### src/rtl/muldiv_pkg.sv
// muldiv_pkg: shared state encoding, ALU opcodes and command codes for muldiv_seq.
package muldiv_pkg;

  typedef enum logic [2:0] {
    IDLE,
    LOAD,
    ITER,
    FIXUP,
    DONE
  } state_e;

  localparam logic [2:0] ALU_PASS = 3'b000;
  localparam logic [2:0] ALU_ADD  = 3'b010;
  localparam logic [2:0] ALU_SUB  = 3'b011;
  localparam logic [2:0] ALU_NEG  = 3'b110;

  localparam logic CMD_MUL = 1'b0;
  localparam logic CMD_DIV = 1'b1;

endpackage

### src/rtl/muldiv_sign_fix.sv
// muldiv_sign_fix: operand magnitude extraction and signed result correction.
// Only built with `MULDIV_SIGNED_EN defined.
`ifdef MULDIV_SIGNED_EN
module muldiv_sign_fix
  import muldiv_pkg::*;
#(
  parameter int unsigned WIDTH = 15
) (
  input  logic             sgn,
  input  logic [WIDTH:0]   op_a,
  input  logic [WIDTH:0]   op_b,
  output logic             neg_a,
  output logic             neg_b,
  output logic [WIDTH:0]   mag_a,
  output logic [WIDTH:0]   mag_b,
  input  logic             cmd,
  input  logic             sa,
  input  logic             sb,
  input  logic [WIDTH:0]   hi_in,
  input  logic [WIDTH:0]   lo_in,
  output logic [WIDTH:0]   hi_out,
  output logic [WIDTH:0]   lo_out
);

  logic [2*WIDTH+1:0] prod_neg;

  always_comb begin
    neg_a    = sgn & op_a[WIDTH];
    neg_b    = sgn & op_b[WIDTH];
    mag_a    = neg_a ? -op_a : op_a;
    mag_b    = neg_b ? -op_b : op_b;
    prod_neg = -{hi_in, lo_in};
    if (cmd == CMD_MUL) begin
      {hi_out, lo_out} = (sa ^ sb) ? prod_neg : {hi_in, lo_in};
    end else begin
      // quotient takes the sign of a^b, remainder the sign of the dividend
      lo_out = (sa ^ sb) ? -lo_in : lo_in;
      hi_out = sa ? -hi_in : hi_in;
    end
  end

endmodule
`endif

### src/rtl/muldiv_seq.sv
// muldiv_seq: multi-cycle unsigned multiply / restoring divide using the shared ALU.
// Signed operation (extra FIXUP state) is built only with `MULDIV_SIGNED_EN.
module muldiv_seq
  import muldiv_pkg::*;
#(
  parameter int unsigned WIDTH = 15
) (
  input  logic             clk,
  input  logic             reset,
  input  logic             start,
  input  logic             cmd,
  input  logic             sgn,
  input  logic [WIDTH:0]   op_a,
  input  logic [WIDTH:0]   op_b,
  output logic             busy,
  output logic             done,
  output logic [WIDTH:0]   res_hi,
  output logic [WIDTH:0]   res_lo,
  output logic             div_zero,
  output logic [WIDTH:0]   alu_a,
  output logic [WIDTH:0]   alu_b,
  output logic [2:0]       alu_op,
  output logic             alu_s_inm,
  input  logic [WIDTH:0]   alu_y,
  input  logic             alu_carry
);

  localparam int unsigned CNT_W = $clog2(WIDTH + 1);

  state_e             state_q, state_d;
  logic               cmd_q, cmd_d;
  logic [WIDTH:0]     hi_q, hi_d;
  logic [WIDTH:0]     lo_q, lo_d;
  logic [WIDTH:0]     opd_q, opd_d;
  logic [CNT_W-1:0]   cnt_q, cnt_d;
  logic               busy_q, busy_d;
  logic               done_q, done_d;
  logic               div_zero_q, div_zero_d;
  logic [WIDTH:0]     res_hi_q, res_hi_d;
  logic [WIDTH:0]     res_lo_q, res_lo_d;

  logic [WIDTH:0]     mag_a, mag_b;
  logic               cout, rmsb, sub_ok;
  logic [WIDTH:0]     rsh, mul_hi, mul_lo, div_hi, div_lo;

`ifdef MULDIV_SIGNED_EN
  logic               sgn_q, sgn_d, sa_q, sa_d, sb_q, sb_d;
  logic               neg_a, neg_b;
  logic [WIDTH:0]     fix_hi, fix_lo;

  muldiv_sign_fix #(.WIDTH(WIDTH)) u_sign_fix (
    .sgn    (sgn),
    .op_a   (op_a),
    .op_b   (op_b),
    .neg_a  (neg_a),
    .neg_b  (neg_b),
    .mag_a  (mag_a),
    .mag_b  (mag_b),
    .cmd    (cmd_q),
    .sa     (sa_q),
    .sb     (sb_q),
    .hi_in  (hi_q),
    .lo_in  (lo_q),
    .hi_out (fix_hi),
    .lo_out (fix_lo)
  );
`else
  logic unused_sgn;
  assign unused_sgn = sgn;
  assign mag_a      = op_a;
  assign mag_b      = op_b;
`endif

  always_comb begin
    cout   = (alu_y < hi_q);
    mul_hi = lo_q[0] ? {cout, alu_y[WIDTH:1]}    : {1'b0, hi_q[WIDTH:1]};
    mul_lo = lo_q[0] ? {alu_y[0], lo_q[WIDTH:1]} : {hi_q[0], lo_q[WIDTH:1]};
    rmsb   = hi_q[WIDTH];
    rsh    = {hi_q[WIDTH-1:0], lo_q[WIDTH]};
    sub_ok = rmsb | ~alu_carry;
    div_hi = sub_ok ? alu_y : rsh;
    div_lo = {lo_q[WIDTH-1:0], sub_ok};
  end

  always_comb begin
    alu_a     = '0;
    alu_b     = '0;
    alu_op    = ALU_PASS;
    alu_s_inm = 1'b0;
    if (state_q == ITER) begin
      alu_b  = opd_q;
      alu_a  = (cmd_q == CMD_MUL) ? hi_q : rsh;
      alu_op = (cmd_q == CMD_MUL) ? ALU_ADD : ALU_SUB;
    end
  end

  always_comb begin
    state_d    = state_q;
    cmd_d      = cmd_q;
    hi_d       = hi_q;
    lo_d       = lo_q;
    opd_d      = opd_q;
    cnt_d      = cnt_q;
    busy_d     = 1'b0;
    done_d     = 1'b0;
    div_zero_d = div_zero_q;
    res_hi_d   = res_hi_q;
    res_lo_d   = res_lo_q;
`ifdef MULDIV_SIGNED_EN
    sgn_d      = sgn_q;
    sa_d       = sa_q;
    sb_d       = sb_q;
`endif
    case (state_q)
      IDLE: begin
        if (start) begin
          state_d = LOAD;
          busy_d  = 1'b1;
          cmd_d   = cmd;
          // hi keeps the raw dividend until LOAD so divide-by-zero can return it
          hi_d    = op_a;
          lo_d    = (cmd == CMD_MUL) ? mag_b : mag_a;
          opd_d   = (cmd == CMD_MUL) ? mag_a : mag_b;
`ifdef MULDIV_SIGNED_EN
          sgn_d   = sgn;
          sa_d    = neg_a;
          sb_d    = neg_b;
`endif
        end
      end
      LOAD: begin
        cnt_d = CNT_W'(WIDTH);
        if (cmd_q == CMD_DIV && opd_q == '0) begin
          state_d    = DONE;
          done_d     = 1'b1;
          res_hi_d   = hi_q;
          res_lo_d   = '1;
          div_zero_d = 1'b1;
        end else begin
          state_d    = ITER;
          busy_d     = 1'b1;
          hi_d       = '0;
          div_zero_d = 1'b0;
        end
      end
      ITER: begin
        hi_d   = (cmd_q == CMD_MUL) ? mul_hi : div_hi;
        lo_d   = (cmd_q == CMD_MUL) ? mul_lo : div_lo;
        cnt_d  = cnt_q - 1'b1;
        busy_d = 1'b1;
        if (cnt_q == '0) begin
          busy_d   = 1'b0;
          state_d  = DONE;
          done_d   = 1'b1;
          res_hi_d = hi_d;
          res_lo_d = lo_d;
`ifdef MULDIV_SIGNED_EN
          if (sgn_q) begin
            state_d  = FIXUP;
            done_d   = 1'b0;
            res_hi_d = res_hi_q;
            res_lo_d = res_lo_q;
          end
`endif
        end
      end
`ifdef MULDIV_SIGNED_EN
      FIXUP: begin
        state_d  = DONE;
        done_d   = 1'b1;
        res_hi_d = fix_hi;
        res_lo_d = fix_lo;
      end
`endif
      DONE:    state_d = IDLE;
      default: state_d = IDLE;
    endcase
  end

  always_ff @(posedge clk) begin
    if (!reset) begin
      state_q    <= IDLE;
      cmd_q      <= 1'b0;
      hi_q       <= '0;
      lo_q       <= '0;
      opd_q      <= '0;
      cnt_q      <= '0;
      busy_q     <= 1'b0;
      done_q     <= 1'b0;
      div_zero_q <= 1'b0;
      res_hi_q   <= '0;
      res_lo_q   <= '0;
`ifdef MULDIV_SIGNED_EN
      sgn_q      <= 1'b0;
      sa_q       <= 1'b0;
      sb_q       <= 1'b0;
`endif
    end else begin
      state_q    <= state_d;
      cmd_q      <= cmd_d;
      hi_q       <= hi_d;
      lo_q       <= lo_d;
      opd_q      <= opd_d;
      cnt_q      <= cnt_d;
      busy_q     <= busy_d;
      done_q     <= done_d;
      div_zero_q <= div_zero_d;
      res_hi_q   <= res_hi_d;
      res_lo_q   <= res_lo_d;
`ifdef MULDIV_SIGNED_EN
      sgn_q      <= sgn_d;
      sa_q       <= sa_d;
      sb_q       <= sb_d;
`endif
    end
  end

  assign busy     = busy_q;
  assign done     = done_q;
  assign div_zero = div_zero_q;
  assign res_hi   = res_hi_q;
  assign res_lo   = res_lo_q;

endmodule

### config.mk
export PLATFORM = sky130hd
export DESIGN_NAME = muldiv_seq
export DESIGN_NICKNAME = d
export VERILOG_FILES = /design/src/rtl/muldiv_pkg.sv /design/src/rtl/muldiv_sign_fix.sv /design/src/rtl/muldiv_seq.sv
export SDC_FILE = /design/constraint.sdc
export NUM_CORES = 1
export LEC_CHECK = 0
export ABC_CLOCK_PERIOD_IN_PS = 1900
export CORE_MARGIN = 3
export CORE_UTILIZATION = 50
export DETAILED_ROUTE_END_ITERATION = 16
export PLACE_DENSITY = 0.82
export RECOVER_POWER = 100
export SLEW_MARGIN = 20
export SYNTH_ARGS = -nofsm -noshare
export SYNTH_HDL_FRONTEND = slang
export SYNTH_SLANG_ARGS = --single-unit
### constraint.sdc
create_clock -name clk -period 1.9 [get_ports clk]
set_input_delay 0.285 -clock clk [delete_from_list [all_inputs] [get_ports clk]]
set_output_delay 0.285 -clock clk [all_outputs]
set_load 0.05 [all_outputs]
==> impl_metrics.xml, run 1 <==
<?xml version="1.0" encoding="UTF-8"?>
<metrics>
  <group name="setup_path">
    <metric name="worst-r2r-setup-slack" unit="ns">-0.10</metric>
    <metric name="timing.critical_path.buf_inv" unit="">3</metric>
    <metric name="worst_r2r_startpoint" unit="">opd_q[3]</metric>
    <metric name="setup.worst_path.start_class" unit="">flop</metric>
    <metric name="timing.critical_path.to_type" unit="">flop</metric>
    <metric name="worst-r2r-cell-count" unit="">8</metric>
    <metric name="crit_path_cell_trace" unit="">nor4_4, buf_4, nand2_4, o31ai_4, buf_6, clkbuf_16, o21ai_0, a21oi_1</metric>
    <metric name="timing.setup.critical_path_class" unit="">flop to flop</metric>
    <metric name="arrival" unit="ns">2.28</metric>
    <metric name="worst_setup_path_endpoint" unit="">res_hi[0]</metric>
    <metric name="worst-path-stages" unit="">8</metric>
    <metric name="data_required_time_at_the_worst_endpoint" unit="ns">2.18</metric>
    <metric name="crit_start" unit="">opd_q[3]</metric>
    <metric name="r2r_end" unit="">res_hi[0]</metric>
    <metric name="slowest_stage" unit="">sky130_fd_sc_hd__o31ai_4</metric>
    <metric name="cp_max_fo" unit="">5</metric>
    <metric name="timing.critical_path.slowest_cell_delay" unit="ns">0.41</metric>
    <metric name="cp_top_family" unit="">compound AO/OA/AOI/OAI gates</metric>
  </group>
  <group name="global_route">
    <metric name="number_of_antenna_violations_at_the_first_check_in_global_routing" unit="">0</metric>
    <metric name="via_count_of_the_first_global_routing_pass" unit="">5450</metric>
    <metric name="wire_length_of_the_first_global_routing_pass" unit="mm">28.3</metric>
    <metric name="global_route_total_usage_across_every_layer" unit="">0.307</metric>
    <metric name="gr-total-overflow" unit="">0</metric>
    <metric name="largest_net_degree_at_the_start_of_global_routing" unit="">68</metric>
  </group>
  <group name="sta">
    <metric name="min_period" unit="ns">2.00</metric>
    <metric name="timing.final.ws_setup" unit="ns">-0.105</metric>
    <metric name="timing.final.hold_violations" unit="">0</metric>
    <metric name="tightest_slew" unit="ns">0.665</metric>
    <metric name="final_max_slew_viol_count" unit="">0</metric>
    <metric name="grt_setup_unrepaired" unit="">yes</metric>
    <metric name="timing.setup.tns" unit="ns">-0.487</metric>
    <metric name="final.period_utilization" unit="">1.06</metric>
    <metric name="fin_worst_skew" unit="ns">0.0141</metric>
    <metric name="setup-violations-final" unit="">13</metric>
    <metric name="finalHoldWorstSlack" unit="ns">0.422</metric>
    <metric name="slew_headroom" unit="">0.551</metric>
    <metric name="max_clock_freq" unit="GHz">0.499</metric>
  </group>
  <group name="placed_design">
    <metric name="gp_routability_congestion" unit="">0.921</metric>
    <metric name="cell_total_after_placement" unit="">876</metric>
    <metric name="dpl_worst_slack" unit="ns">-0.172</metric>
    <metric name="dpl_cell_area" unit="um^2">7330</metric>
    <metric name="io_buffer_count" unit="">121</metric>
    <metric name="place.detailed.hpwl" unit="mm">12.4</metric>
  </group>
  <group name="drt">
    <metric name="dr.first_iter.drc_count" unit="">510</metric>
    <metric name="route.detailed.drc" unit="">0</metric>
    <metric name="drt_pass1_iterations" unit="">5</metric>
    <metric name="totalWireLength" unit="mm">18.9</metric>
    <metric name="drt-wirelength-per-cell" unit="um">20.9</metric>
    <metric name="ant_nets" unit="">0</metric>
    <metric name="routed_via_density" unit="">6.28</metric>
    <metric name="vias" unit="">5689</metric>
  </group>
  <group name="logic_synthesis">
    <metric name="post_synth_main_area_contributors" unit="">sky130_fd_sc_hd__dfxtp_1 35%, sky130_fd_sc_hd__mux2i_1 13%, sky130_fd_sc_hd__a21oi_1 8.1%</metric>
    <metric name="ys_seq_elements" unit="">91</metric>
    <metric name="post_synth_instance_area" unit="um^2">5250</metric>
    <metric name="synth.distinct_cells" unit="">46</metric>
    <metric name="synthArstFlopShare" unit="">0</metric>
    <metric name="synth_top_area_share" unit="">0.347</metric>
    <metric name="synth_cells" unit="">622</metric>
    <metric name="synth.yosys.seq_area_share" unit="">0.347</metric>
    <metric name="synth_top_flop_cell" unit="">sky130_fd_sc_hd__dfxtp_1</metric>
    <metric name="synth_enable_flop_cells" unit="">0</metric>
    <metric name="syn_area_per_cell" unit="um^2">8.43</metric>
    <metric name="yosys-top-cells-count" unit="">91 x sky130_fd_sc_hd__dfxtp_1, 85 x sky130_fd_sc_hd__a21oi_1, 66 x sky130_fd_sc_hd__mux2i_1</metric>
    <metric name="synthDominantAreaCellType" unit="">sky130_fd_sc_hd__dfxtp_1</metric>
    <metric name="yosysWarningCount" unit="">0</metric>
    <metric name="synthMostInstantiatedCell" unit="">sky130_fd_sc_hd__dfxtp_1</metric>
  </group>
  <group name="final_layout">
    <metric name="layout-drive-gt1-share" unit="">0.259</metric>
    <metric name="nNetsFinal" unit="">838</metric>
    <metric name="post-route-cell-area" unit="um^2">7890</metric>
    <metric name="area_delta_synth_final" unit="%">50.4</metric>
    <metric name="diode_insertion_count_for_antenna_repair" unit="">0</metric>
    <metric name="fin_cells" unit="">906</metric>
  </group>
  <group name="run_status">
    <metric name="violations" unit="">negative setup slack</metric>
    <metric name="status" unit="">finished with violations</metric>
  </group>
  <group name="power">
    <metric name="power_density" unit="nW/um^2">673</metric>
    <metric name="vdd.ir_drop.worst" unit="V">0.000446</metric>
    <metric name="power_leakage" unit="nW">3.12</metric>
  </group>
  <group name="clock_tree">
    <metric name="ctsLongestPathBuffers" unit="">2</metric>
    <metric name="clk_pin_slew_worst_paths" unit="ns">0.10</metric>
    <metric name="clk_root_buffer_cell" unit="">sky130_fd_sc_hd__clkbuf_8</metric>
    <metric name="worst_skew_pair.late_latency" unit="ns">0.37</metric>
    <metric name="cts-buffers-inserted" unit="">9</metric>
    <metric name="tritoncts" unit="">yes</metric>
    <metric name="ctsHoldBuffers" unit="">0</metric>
    <metric name="cts.sinks" unit="">91</metric>
    <metric name="cts_htree_levels" unit="">3</metric>
  </group>
  <group name="floorplanning">
    <metric name="die_area" unit="um^2">11800</metric>
    <metric name="die_x" unit="um">108</metric>
    <metric name="placeableCoreArea" unit="um^2">10000</metric>
    <metric name="boundaryPins" unit="">125</metric>
    <metric name="overall_die_height" unit="um">108</metric>
    <metric name="start_util" unit="">0.525</metric>
    <metric name="floorplan.rows" unit="">36</metric>
  </group>
  <group name="flow_run">
    <metric name="timing.max_cap.violations" unit="">0</metric>
  </group>
  <group name="hold_path">
    <metric name="hold_class" unit="">input pin to flop</metric>
  </group>
</metrics>
-- how the worst min path moves through the flow --
stage / from / endpoint / depth (start not counted)
after floorplan: op_a[6] / hi_q[6] / 2
after global placement: div_zero / div_zero / 2
after detailed placement: div_zero / div_zero / 2
after CTS: cmd / opd_q[0] / 3
after global routing: cmd / opd_q[0] / 3
final: cmd / opd_q[0] / 3
-- stage by stage --
stage | power [mW] | utilization
5_1_grt | 5.51 | 0.789
3_5_place_dp | 3.76 | 0.733
3_3_place_gp | 3.71 | 0.733
4_1_cts | 5.18 | 0.765
6_report | 5.31 | 0.789
2_1_floorplan | 3.12 | -
-- layout make-up --
class,count,area (um^2)
Multi-Input combinational cell,458,3270
Timing Repair Buffer,189,2330
Fill cell,627,2110
Sequential cell,91,1830
Tap cell,133,166
Clock buffer,10,138
Inverter,19,73.8
Clock inverter,6,70.1
-- per-layer routing --
metal | global-route usage | vias to the layer above | share of wire
met2 | 0.524 | 345 | 0.47
met3 | 0.0466 | 76 | 0.095
met4 | 0.115 | 0 | 0.045
met1 | 0.389 | 2691 | 0.39
li1 | - | 2577 | -
met5 | 0 | - | 0
-- report_power, final --
part	internal [mW]	switching [mW]
registers	2.06	0.141
clock network	0.660	0.767
logic	0.761	0.926
total	3.48	1.83
-- sequential cells by signal (all words and copies together), names as in the netlist, 3 cells and up --
signal	flops
opd_q	16
state_q	3
cnt_q	4
lo_q	16
res_hi	16
hi_q	16
res_lo	16
-- what timing repair did --
action,in CTS,in global routing
setup endpoints to repair,59,75
gates resized for setup,14,63
buffers inserted,2,7
cloned,2,3
pin swaps,3,6
-- layout by cell type (no fill, tap or decap), drive strengths merged, types with 13 or more instances in the layout --
cell type,count
buf,99
dfxtp,91
a21oi,85
clkdlybuf4s50,83
mux2i,66
a211oi,49
nor2,48
nand2,40
o21ai,36
inv,22
and2,20
nor2b,17
ha,16
o211ai,15
mux2,14
o221a,14
clkbuf,13
-- cells by family (layout without fill, tap and decap cells) --
logic type / Yosys count / in the layout / share of synthesized area
AND/OR/NAND/NOR: 141 / 141 / 0.129
flip-flops: 91 / 91 / 0.347
other: 1 / 2 / 0.000715
adder cells (fa/ha/maj): 16 / 16 / 0.0382
AO/OA/AOI/OAI: 219 / 219 / 0.270
multiplexers: 80 / 80 / 0.156
buffers and inverters: 74 / 224 / 0.0596
-- worst register-to-register path: stages (launching register included) --
cell	delay, ns
sky130_fd_sc_hd__dfxtp_4	0.37
sky130_fd_sc_hd__nor4_4	0.31
sky130_fd_sc_hd__buf_4	0.18
sky130_fd_sc_hd__nand2_4	0.06
sky130_fd_sc_hd__o31ai_4	0.41
sky130_fd_sc_hd__buf_6	0.18
sky130_fd_sc_hd__clkbuf_16	0.14
sky130_fd_sc_hd__o21ai_0	0.09
sky130_fd_sc_hd__a21oi_1	0.19
Note: power is estimated with default switching activity, not from simulation.
==> inputs of run 2 (changes only) <==
- CAP_MARGIN: not set -> 15
- CORE_MARGIN: 3 -> 1
==> run 2 against run 1 <==
The run now ends clean; critical path depth fell by 4; power fell by 3.6%; clock-buffer cell count fell by 1; core utilization fell by 3.7 points; cell area fell by 2.4%; hold slack improved by 0.0010 ns; largest cell class unchanged; die area fell by 7.2%; sequential share of layout area rose by 0.53 points; global-route usage rose by 0.33 points; first-iteration DRC count fell by 25%; critical endpoint is now alu_a[14]; sequential power barely moved.
==> impl_metrics.xml, run 2 (synthesis gave the netlist of run 1 again) <==
<?xml version="1.0" encoding="UTF-8"?>
<metrics>
  <group name="run_status">
    <metric name="status" unit="">finished, final reports clean</metric>
  </group>
  <group name="setup_path">
    <metric name="cp_max_fo" unit="">34</metric>
    <metric name="crit_start" unit="">cmd_q</metric>
    <metric name="setup.worst_path.start_class" unit="">flop</metric>
    <metric name="worst-r2r-cell-count" unit="">8</metric>
    <metric name="worst_r2r_startpoint" unit="">cnt_q[0]</metric>
    <metric name="arrival" unit="ns">1.61</metric>
    <metric name="timing.critical_path.to_type" unit="">output port</metric>
    <metric name="worst-r2r-setup-slack" unit="ns">0.06</metric>
    <metric name="timing.setup.critical_path_class" unit="">flop to output port</metric>
    <metric name="r2r_end" unit="">res_lo[8]</metric>
    <metric name="data_required_time_at_the_worst_endpoint" unit="ns">1.62</metric>
  </group>
  <group name="drt">
    <metric name="drt_pass1_iterations" unit="">5</metric>
    <metric name="vias" unit="">5415</metric>
    <metric name="dr.first_iter.drc_count" unit="">383</metric>
    <metric name="ant_nets" unit="">0</metric>
    <metric name="route.detailed.drc" unit="">0</metric>
    <metric name="routed_via_density" unit="">6.02</metric>
    <metric name="totalWireLength" unit="mm">17.1</metric>
    <metric name="drt-wirelength-per-cell" unit="um">19.0</metric>
  </group>
  <group name="sta">
    <metric name="fin_worst_skew" unit="ns">0.0192</metric>
    <metric name="max_clock_freq" unit="GHz">0.527</metric>
    <metric name="timing.final.hold_violations" unit="">0</metric>
    <metric name="min_period" unit="ns">1.90</metric>
    <metric name="final_max_slew_viol_count" unit="">0</metric>
    <metric name="setup-violations-final" unit="">0</metric>
    <metric name="final.period_utilization" unit="">0.998</metric>
    <metric name="finalHoldWorstSlack" unit="ns">0.423</metric>
    <metric name="tightest_slew" unit="ns">0.592</metric>
    <metric name="slew_headroom" unit="">0.600</metric>
    <metric name="grt_setup_unrepaired" unit="">yes</metric>
    <metric name="timing.final.ws_setup" unit="ns">0.00416</metric>
  </group>
  <group name="final_layout">
    <metric name="diode_insertion_count_for_antenna_repair" unit="">0</metric>
    <metric name="area_delta_synth_final" unit="%">46.7</metric>
    <metric name="top_library_cells_by_usage_in_the_layout_fill_and_taps_aside" unit="">86 x sky130_fd_sc_hd__dfxtp_1, 86 x sky130_fd_sc_hd__clkdlybuf4s50_1, 85 x sky130_fd_sc_hd__a21oi_1</metric>
    <metric name="nNetsFinal" unit="">829</metric>
    <metric name="layout-drive-gt1-share" unit="">0.232</metric>
  </group>
  <group name="clock_tree">
    <metric name="cts-buffers-inserted" unit="">9</metric>
    <metric name="worst_skew_pair.late_latency" unit="ns">0.37</metric>
    <metric name="cts_htree_levels" unit="">3</metric>
    <metric name="clk_root_buffer_cell" unit="">sky130_fd_sc_hd__clkbuf_8</metric>
    <metric name="clk_pin_slew_worst_paths" unit="ns">0.10</metric>
    <metric name="cts.sinks" unit="">91</metric>
    <metric name="tritoncts" unit="">yes</metric>
    <metric name="ctsLongestPathBuffers" unit="">2</metric>
    <metric name="ctsHoldBuffers" unit="">0</metric>
  </group>
  <group name="global_route">
    <metric name="number_of_antenna_violations_at_the_first_check_in_global_routing" unit="">0</metric>
    <metric name="global_route_total_usage_across_every_layer" unit="">0.310</metric>
    <metric name="wire_length_of_the_first_global_routing_pass" unit="mm">26.7</metric>
    <metric name="gr-total-overflow" unit="">0</metric>
    <metric name="largest_net_degree_at_the_start_of_global_routing" unit="">68</metric>
    <metric name="via_count_of_the_first_global_routing_pass" unit="">5257</metric>
  </group>
  <group name="floorplanning">
    <metric name="floorplan.rows" unit="">37</metric>
    <metric name="die_x" unit="um">104</metric>
    <metric name="overall_die_height" unit="um">104</metric>
    <metric name="placeableCoreArea" unit="um^2">10200</metric>
    <metric name="boundaryPins" unit="">125</metric>
    <metric name="start_util" unit="">0.513</metric>
    <metric name="die_area" unit="um^2">10900</metric>
  </group>
  <group name="power">
    <metric name="power_leakage" unit="nW">2.98</metric>
    <metric name="total_power" unit="mW">5.12</metric>
    <metric name="power_density" unit="nW/um^2">665</metric>
    <metric name="vdd.ir_drop.worst" unit="V">0.000526</metric>
  </group>
  <group name="placed_design">
    <metric name="io_buffer_count" unit="">121</metric>
    <metric name="gp_routability_congestion" unit="">0.928</metric>
    <metric name="dpl_worst_slack" unit="ns">-0.190</metric>
    <metric name="place.detailed.hpwl" unit="mm">12.0</metric>
  </group>
  <group name="hold_path">
    <metric name="hold_class" unit="">input pin to flop</metric>
    <metric name="min_delay_endpoint" unit="">opd_q[14]</metric>
    <metric name="hold_path_depth" unit="">3</metric>
    <metric name="hold_start" unit="">cmd</metric>
  </group>
  <group name="flow_run">
    <metric name="timing.max_cap.violations" unit="">0</metric>
  </group>
</metrics>
run 2: changes by cell type in the layout (fill, tap and decap cells not counted), moves of 4 or more:
cell,delta
sky130_fd_sc_hd__o21ai_2,-5
sky130_fd_sc_hd__o21ai_0,+22
sky130_fd_sc_hd__nor2_4,+4
sky130_fd_sc_hd__o21ai_1,-17
sky130_fd_sc_hd__and2_1,+11
sky130_fd_sc_hd__mux2i_1,-4
sky130_fd_sc_hd__buf_12,-4
sky130_fd_sc_hd__mux2i_2,+4
sky130_fd_sc_hd__and2_4,-11
run 2: final cells by class:
type                       count  area (um^2)
multi-input combinational    458         3240
fill                         709         2540
timing repair buffer         180         2170
sequential                    91         1830
tap                          136          170
clock buffer                   9          124
clock inverter                 7         76.3
inverter                      19         76.3
run 2: worst max path at each step:
stage          slack (ns)         end
2_1_floorplan       -0.07   alu_a[14]
3_3_place_gp        -0.09  res_hi[15]
3_5_place_dp        -0.19    hi_q[15]
4_1_cts            0.0008   alu_b[15]
5_1_grt             -0.04    alu_a[0]
6_report            0.004   alu_a[14]
run 2: stage by stage:
stage	std cells	utilization	instance area (um^2)	TNS, ns
2_1_floorplan	623	-	5280	-0.365
3_5_place_dp	878	0.711	7270	-0.569
3_3_place_gp	878	0.711	7270	-0.189
5_1_grt	900	0.752	7690	-0.324
4_1_cts	897	0.738	7550	0
6_report	900	0.752	7690	0
run 2: worst max-delay path, stage by stage (launching register included):
cell,delay (ns)
sky130_fd_sc_hd__dfxtp_2,0.41
sky130_fd_sc_hd__buf_12,0.24
sky130_fd_sc_hd__mux2i_2,0.30
sky130_fd_sc_hd__nor2_2,0.08
sky130_fd_sc_hd__buf_12,0.16
run 2: repair_timing:
item | in CTS | in global routing
resized for setup | 8 | 30
setup buffers | 2 | 2
endpoints found under the setup margin | 20 | 54
pin swaps | 1 | 2
cloned | 1 | 1
run 2: power breakdown:
part	internal [mW]	switching (mW)
Combinational	0.721	0.879
Sequential	2.06	0.132
Clock	0.522	0.810
run 2: per-layer routing:
layer  wire length, um  up-vias  share of wire  GRT usage
met5                 0        -              0          0
met4               755        0          0.044      0.157
met3              1140       51          0.067     0.0602
met2              8290      254           0.49      0.532
met1              6880     2566           0.40      0.366
li1                  -     2544              -          -
==> inputs of run 3 (changes only) <==
- MAX_ROUTING_LAYER: not set -> met4
==> run 3 against run 2 <==
Combinational power hardly changed; wire length is 4.0% higher; power is 2.2% higher; register-to-register slack hardly changed; cell area hardly changed; sequential cell count stayed put; die area stayed put; first-iteration DRC count is 12% higher; sequential power hardly changed; critical path type unchanged; critical endpoint is now alu_a[8]; largest cell class unchanged; largest power group unchanged.
==> impl_metrics.xml, run 3 (synthesis gave the netlist of run 1 again) <==
<?xml version="1.0" encoding="UTF-8"?>
<metrics>
  <group name="setup_path">
    <metric name="data_required_time_at_the_worst_endpoint" unit="ns">1.62</metric>
    <metric name="critPathMostFrequentCell" unit="">sky130_fd_sc_hd__buf_12</metric>
    <metric name="timing.critical_path.buf_inv" unit="">3</metric>
    <metric name="timing.critical_path.slowest_cell_delay" unit="ns">0.34</metric>
    <metric name="worst-path-stages" unit="">5</metric>
    <metric name="slowest_stage" unit="">sky130_fd_sc_hd__dfxtp_2</metric>
    <metric name="arrival" unit="ns">1.60</metric>
    <metric name="crit_path_cell_trace" unit="">buf_6, nand2_4, buf_12, nor2_1, buf_12</metric>
    <metric name="cp_top_family" unit="">buffers and inverters</metric>
    <metric name="timing.setup.critical_path_class" unit="">flop to output port</metric>
    <metric name="setup.worst_path.start_class" unit="">flop</metric>
    <metric name="worst_setup_path_endpoint" unit="">alu_a[8]</metric>
    <metric name="timing.critical_path.to_type" unit="">output port</metric>
    <metric name="worst_r2r_startpoint" unit="">opd_q[9]</metric>
    <metric name="crit_start" unit="">state_q[1]</metric>
    <metric name="cp_max_fo" unit="">67</metric>
    <metric name="worst-r2r-cell-count" unit="">7</metric>
    <metric name="worst-r2r-setup-slack" unit="ns">0.05</metric>
    <metric name="r2r_end" unit="">res_lo[0]</metric>
  </group>
  <group name="final_layout">
    <metric name="layout-drive-gt1-share" unit="">0.232</metric>
    <metric name="fin_cells" unit="">906</metric>
    <metric name="diode_insertion_count_for_antenna_repair" unit="">0</metric>
    <metric name="nNetsFinal" unit="">835</metric>
    <metric name="area_delta_synth_final" unit="%">46.8</metric>
    <metric name="top_library_cells_by_usage_in_the_layout_fill_and_taps_aside" unit="">88 x sky130_fd_sc_hd__dfxtp_1, 85 x sky130_fd_sc_hd__a21oi_1, 85 x sky130_fd_sc_hd__clkdlybuf4s50_1</metric>
    <metric name="mostFrequentLayoutCell" unit="">sky130_fd_sc_hd__dfxtp_1</metric>
    <metric name="layout_filler_cell_count" unit="">707</metric>
    <metric name="layout_utilization" unit="">0.752</metric>
  </group>
  <group name="power">
    <metric name="swShare" unit="">0.348</metric>
    <metric name="pwr-share-comb" unit="">0.307</metric>
    <metric name="seqPwrFrac" unit="">0.418</metric>
    <metric name="vdd.ir_drop.worst" unit="V">0.000416</metric>
    <metric name="power_leakage" unit="nW">3.01</metric>
    <metric name="switching_power" unit="mW">1.82</metric>
    <metric name="power_density" unit="nW/um^2">680</metric>
    <metric name="clock_power_share" unit="">0.274</metric>
    <metric name="internal-power" unit="mW">3.41</metric>
  </group>
  <group name="drt">
    <metric name="drt-wirelength-per-cell" unit="um">19.6</metric>
    <metric name="drt_pass1_iterations" unit="">5</metric>
    <metric name="route.detailed.drc" unit="">0</metric>
    <metric name="dr.first_iter.drc_count" unit="">430</metric>
    <metric name="routed_via_density" unit="">6.04</metric>
    <metric name="vias" unit="">5470</metric>
    <metric name="ant_nets" unit="">0</metric>
    <metric name="totalWireLength" unit="mm">17.7</metric>
  </group>
  <group name="sta">
    <metric name="max_clock_freq" unit="GHz">0.530</metric>
    <metric name="grt_setup_unrepaired" unit="">yes</metric>
    <metric name="final_max_slew_viol_count" unit="">0</metric>
    <metric name="timing.final.ws_setup" unit="ns">0.0127</metric>
    <metric name="setup-violations-final" unit="">0</metric>
    <metric name="tightest_slew" unit="ns">0.927</metric>
    <metric name="final.period_utilization" unit="">0.993</metric>
    <metric name="min_period" unit="ns">1.89</metric>
    <metric name="timing.final.hold_violations" unit="">0</metric>
    <metric name="timing.setup.tns" unit="ns">0</metric>
    <metric name="slew_headroom" unit="">0.382</metric>
    <metric name="fin_worst_skew" unit="ns">0.0252</metric>
  </group>
  <group name="floorplanning">
    <metric name="boundaryPins" unit="">125</metric>
    <metric name="floorplan.rows" unit="">37</metric>
    <metric name="die_x" unit="um">104</metric>
    <metric name="overall_die_height" unit="um">104</metric>
    <metric name="start_util" unit="">0.513</metric>
    <metric name="placeableCoreArea" unit="um^2">10200</metric>
    <metric name="die_area" unit="um^2">10900</metric>
  </group>
  <group name="clock_tree">
    <metric name="worst_skew_pair.late_latency" unit="ns">0.37</metric>
    <metric name="cts-buffers-inserted" unit="">9</metric>
    <metric name="clk_root_buffer_cell" unit="">sky130_fd_sc_hd__clkbuf_8</metric>
    <metric name="ctsLongestPathBuffers" unit="">2</metric>
    <metric name="clk_pin_slew_worst_paths" unit="ns">0.11</metric>
    <metric name="cts.sinks" unit="">91</metric>
    <metric name="tritoncts" unit="">yes</metric>
    <metric name="cts_htree_levels" unit="">3</metric>
    <metric name="ctsHoldBuffers" unit="">0</metric>
  </group>
  <group name="global_route">
    <metric name="via_count_of_the_first_global_routing_pass" unit="">5272</metric>
    <metric name="largest_net_degree_at_the_start_of_global_routing" unit="">68</metric>
    <metric name="number_of_antenna_violations_at_the_first_check_in_global_routing" unit="">0</metric>
    <metric name="global_route_total_usage_across_every_layer" unit="">0.317</metric>
    <metric name="gr-total-overflow" unit="">0</metric>
    <metric name="wire_length_of_the_first_global_routing_pass" unit="mm">26.8</metric>
  </group>
  <group name="run_status">
    <metric name="status" unit="">finished, final reports clean</metric>
  </group>
  <group name="placed_design">
    <metric name="dpl_worst_slack" unit="ns">-0.163</metric>
    <metric name="cell_total_after_placement" unit="">881</metric>
    <metric name="place.detailed.hpwl" unit="mm">12.2</metric>
    <metric name="io_buffer_count" unit="">121</metric>
    <metric name="gp_routability_congestion" unit="">0.934</metric>
  </group>
  <group name="hold_path">
    <metric name="hold_class" unit="">flop to flop</metric>
  </group>
  <group name="flow_run">
    <metric name="timing.max_cap.violations" unit="">0</metric>
  </group>
</metrics>
==> run 3: changes by cell type in the layout (fill, tap and decap cells not counted), moves of 2 or more <==
cell	previous run	this run
sky130_fd_sc_hd__buf_4	45	52
sky130_fd_sc_hd__clkinv_4	3	1
sky130_fd_sc_hd__mux2i_1	61	66
sky130_fd_sc_hd__dfxtp_1	86	88
sky130_fd_sc_hd__and2_1	15	11
sky130_fd_sc_hd__dfxtp_2	4	2
sky130_fd_sc_hd__mux2i_2	5	0
sky130_fd_sc_hd__o21ai_0	36	26
sky130_fd_sc_hd__inv_8	3	1
sky130_fd_sc_hd__inv_6	1	3
sky130_fd_sc_hd__o21ai_1	0	10
sky130_fd_sc_hd__nor2_4	5	1
sky130_fd_sc_hd__and2_4	4	8
sky130_fd_sc_hd__nor2_2	13	16
==> run 3: layout make-up <==
| cell class | count | area, um^2 | share of cell area |
|---|---|---|---|
| clock inverters | 7 | 91.3 | 0.0119 |
| flip-flops and latches | 91 | 1830 | 0.237 |
| repair buffers | 186 | 2190 | 0.285 |
| clock buffers | 9 | 124 | 0.0161 |
| multi-input cells | 458 | 3210 | 0.417 |
| inverters | 19 | 76.3 | 0.00992 |
| well taps | 136 | 170 | 0.0221 |
==> run 3: worst min-delay path by stage <==
stage / startpoint / end / slack [ns] / cells after the start
after floorplan: op_a[6] / hi_q[6] / 0.44 / 2
after global placement: div_zero / div_zero / 0.45 / 2
after detailed placement: cnt_q[3] / cnt_q[3] / 0.49 / 1
after CTS: cmd / cmd_q / 0.50 / 4
after global routing: cmd / cmd_q / 0.52 / 4
final: div_zero / div_zero / 0.50 / 2
==> run 3: repair_timing <==
action / CTS / global route
pin swaps: 1 / 4
endpoints found under the setup margin: 40 / 59
resized for setup: 13 / 29
setup buffers: 1 / 6
cloned: 0 / 2
==> run 3: per-stage QoR <==
stage	power, mW	hold WS (ns)	area, um^2
after floorplan	3.12	0.438	5280
after global placement	3.68	0.450	7280
after detailed placement	3.75	0.488	7280
after CTS	5.16	0.500	7550
after global routing	5.45	0.517	7700
final	5.23	0.498	7700
==> run 3: worst min-delay path: stages (launching register included) <==
cell and delay, ns:
sky130_fd_sc_hd__dfxtp_1 0.33, sky130_fd_sc_hd__nand2_1 0.07, sky130_fd_sc_hd__a21oi_1 0.06
==> run 3: per-layer routing <==
metal / track usage / up-vias / part of all wire
li1: - / 2568 / -
met1: 0.365 / 2593 / 0.41
met2: 0.551 / 264 / 0.49
met3: 0.0451 / 45 / 0.064
met4: 0.131 / 0 / 0.035
met5: - / - / 0
==> run 3: power by group through the flow <==
stage / Combinational (mW) / Clock (mW) / Sequential [mW]
after floorplan: 0.829 / 0 / 2.29
after global placement: 1.48 / 0 / 2.21
after detailed placement: 1.53 / 0 / 2.22
after CTS: 1.55 / 1.44 / 2.18
after global routing: 1.72 / 1.52 / 2.21
final: 1.61 / 1.44 / 2.19
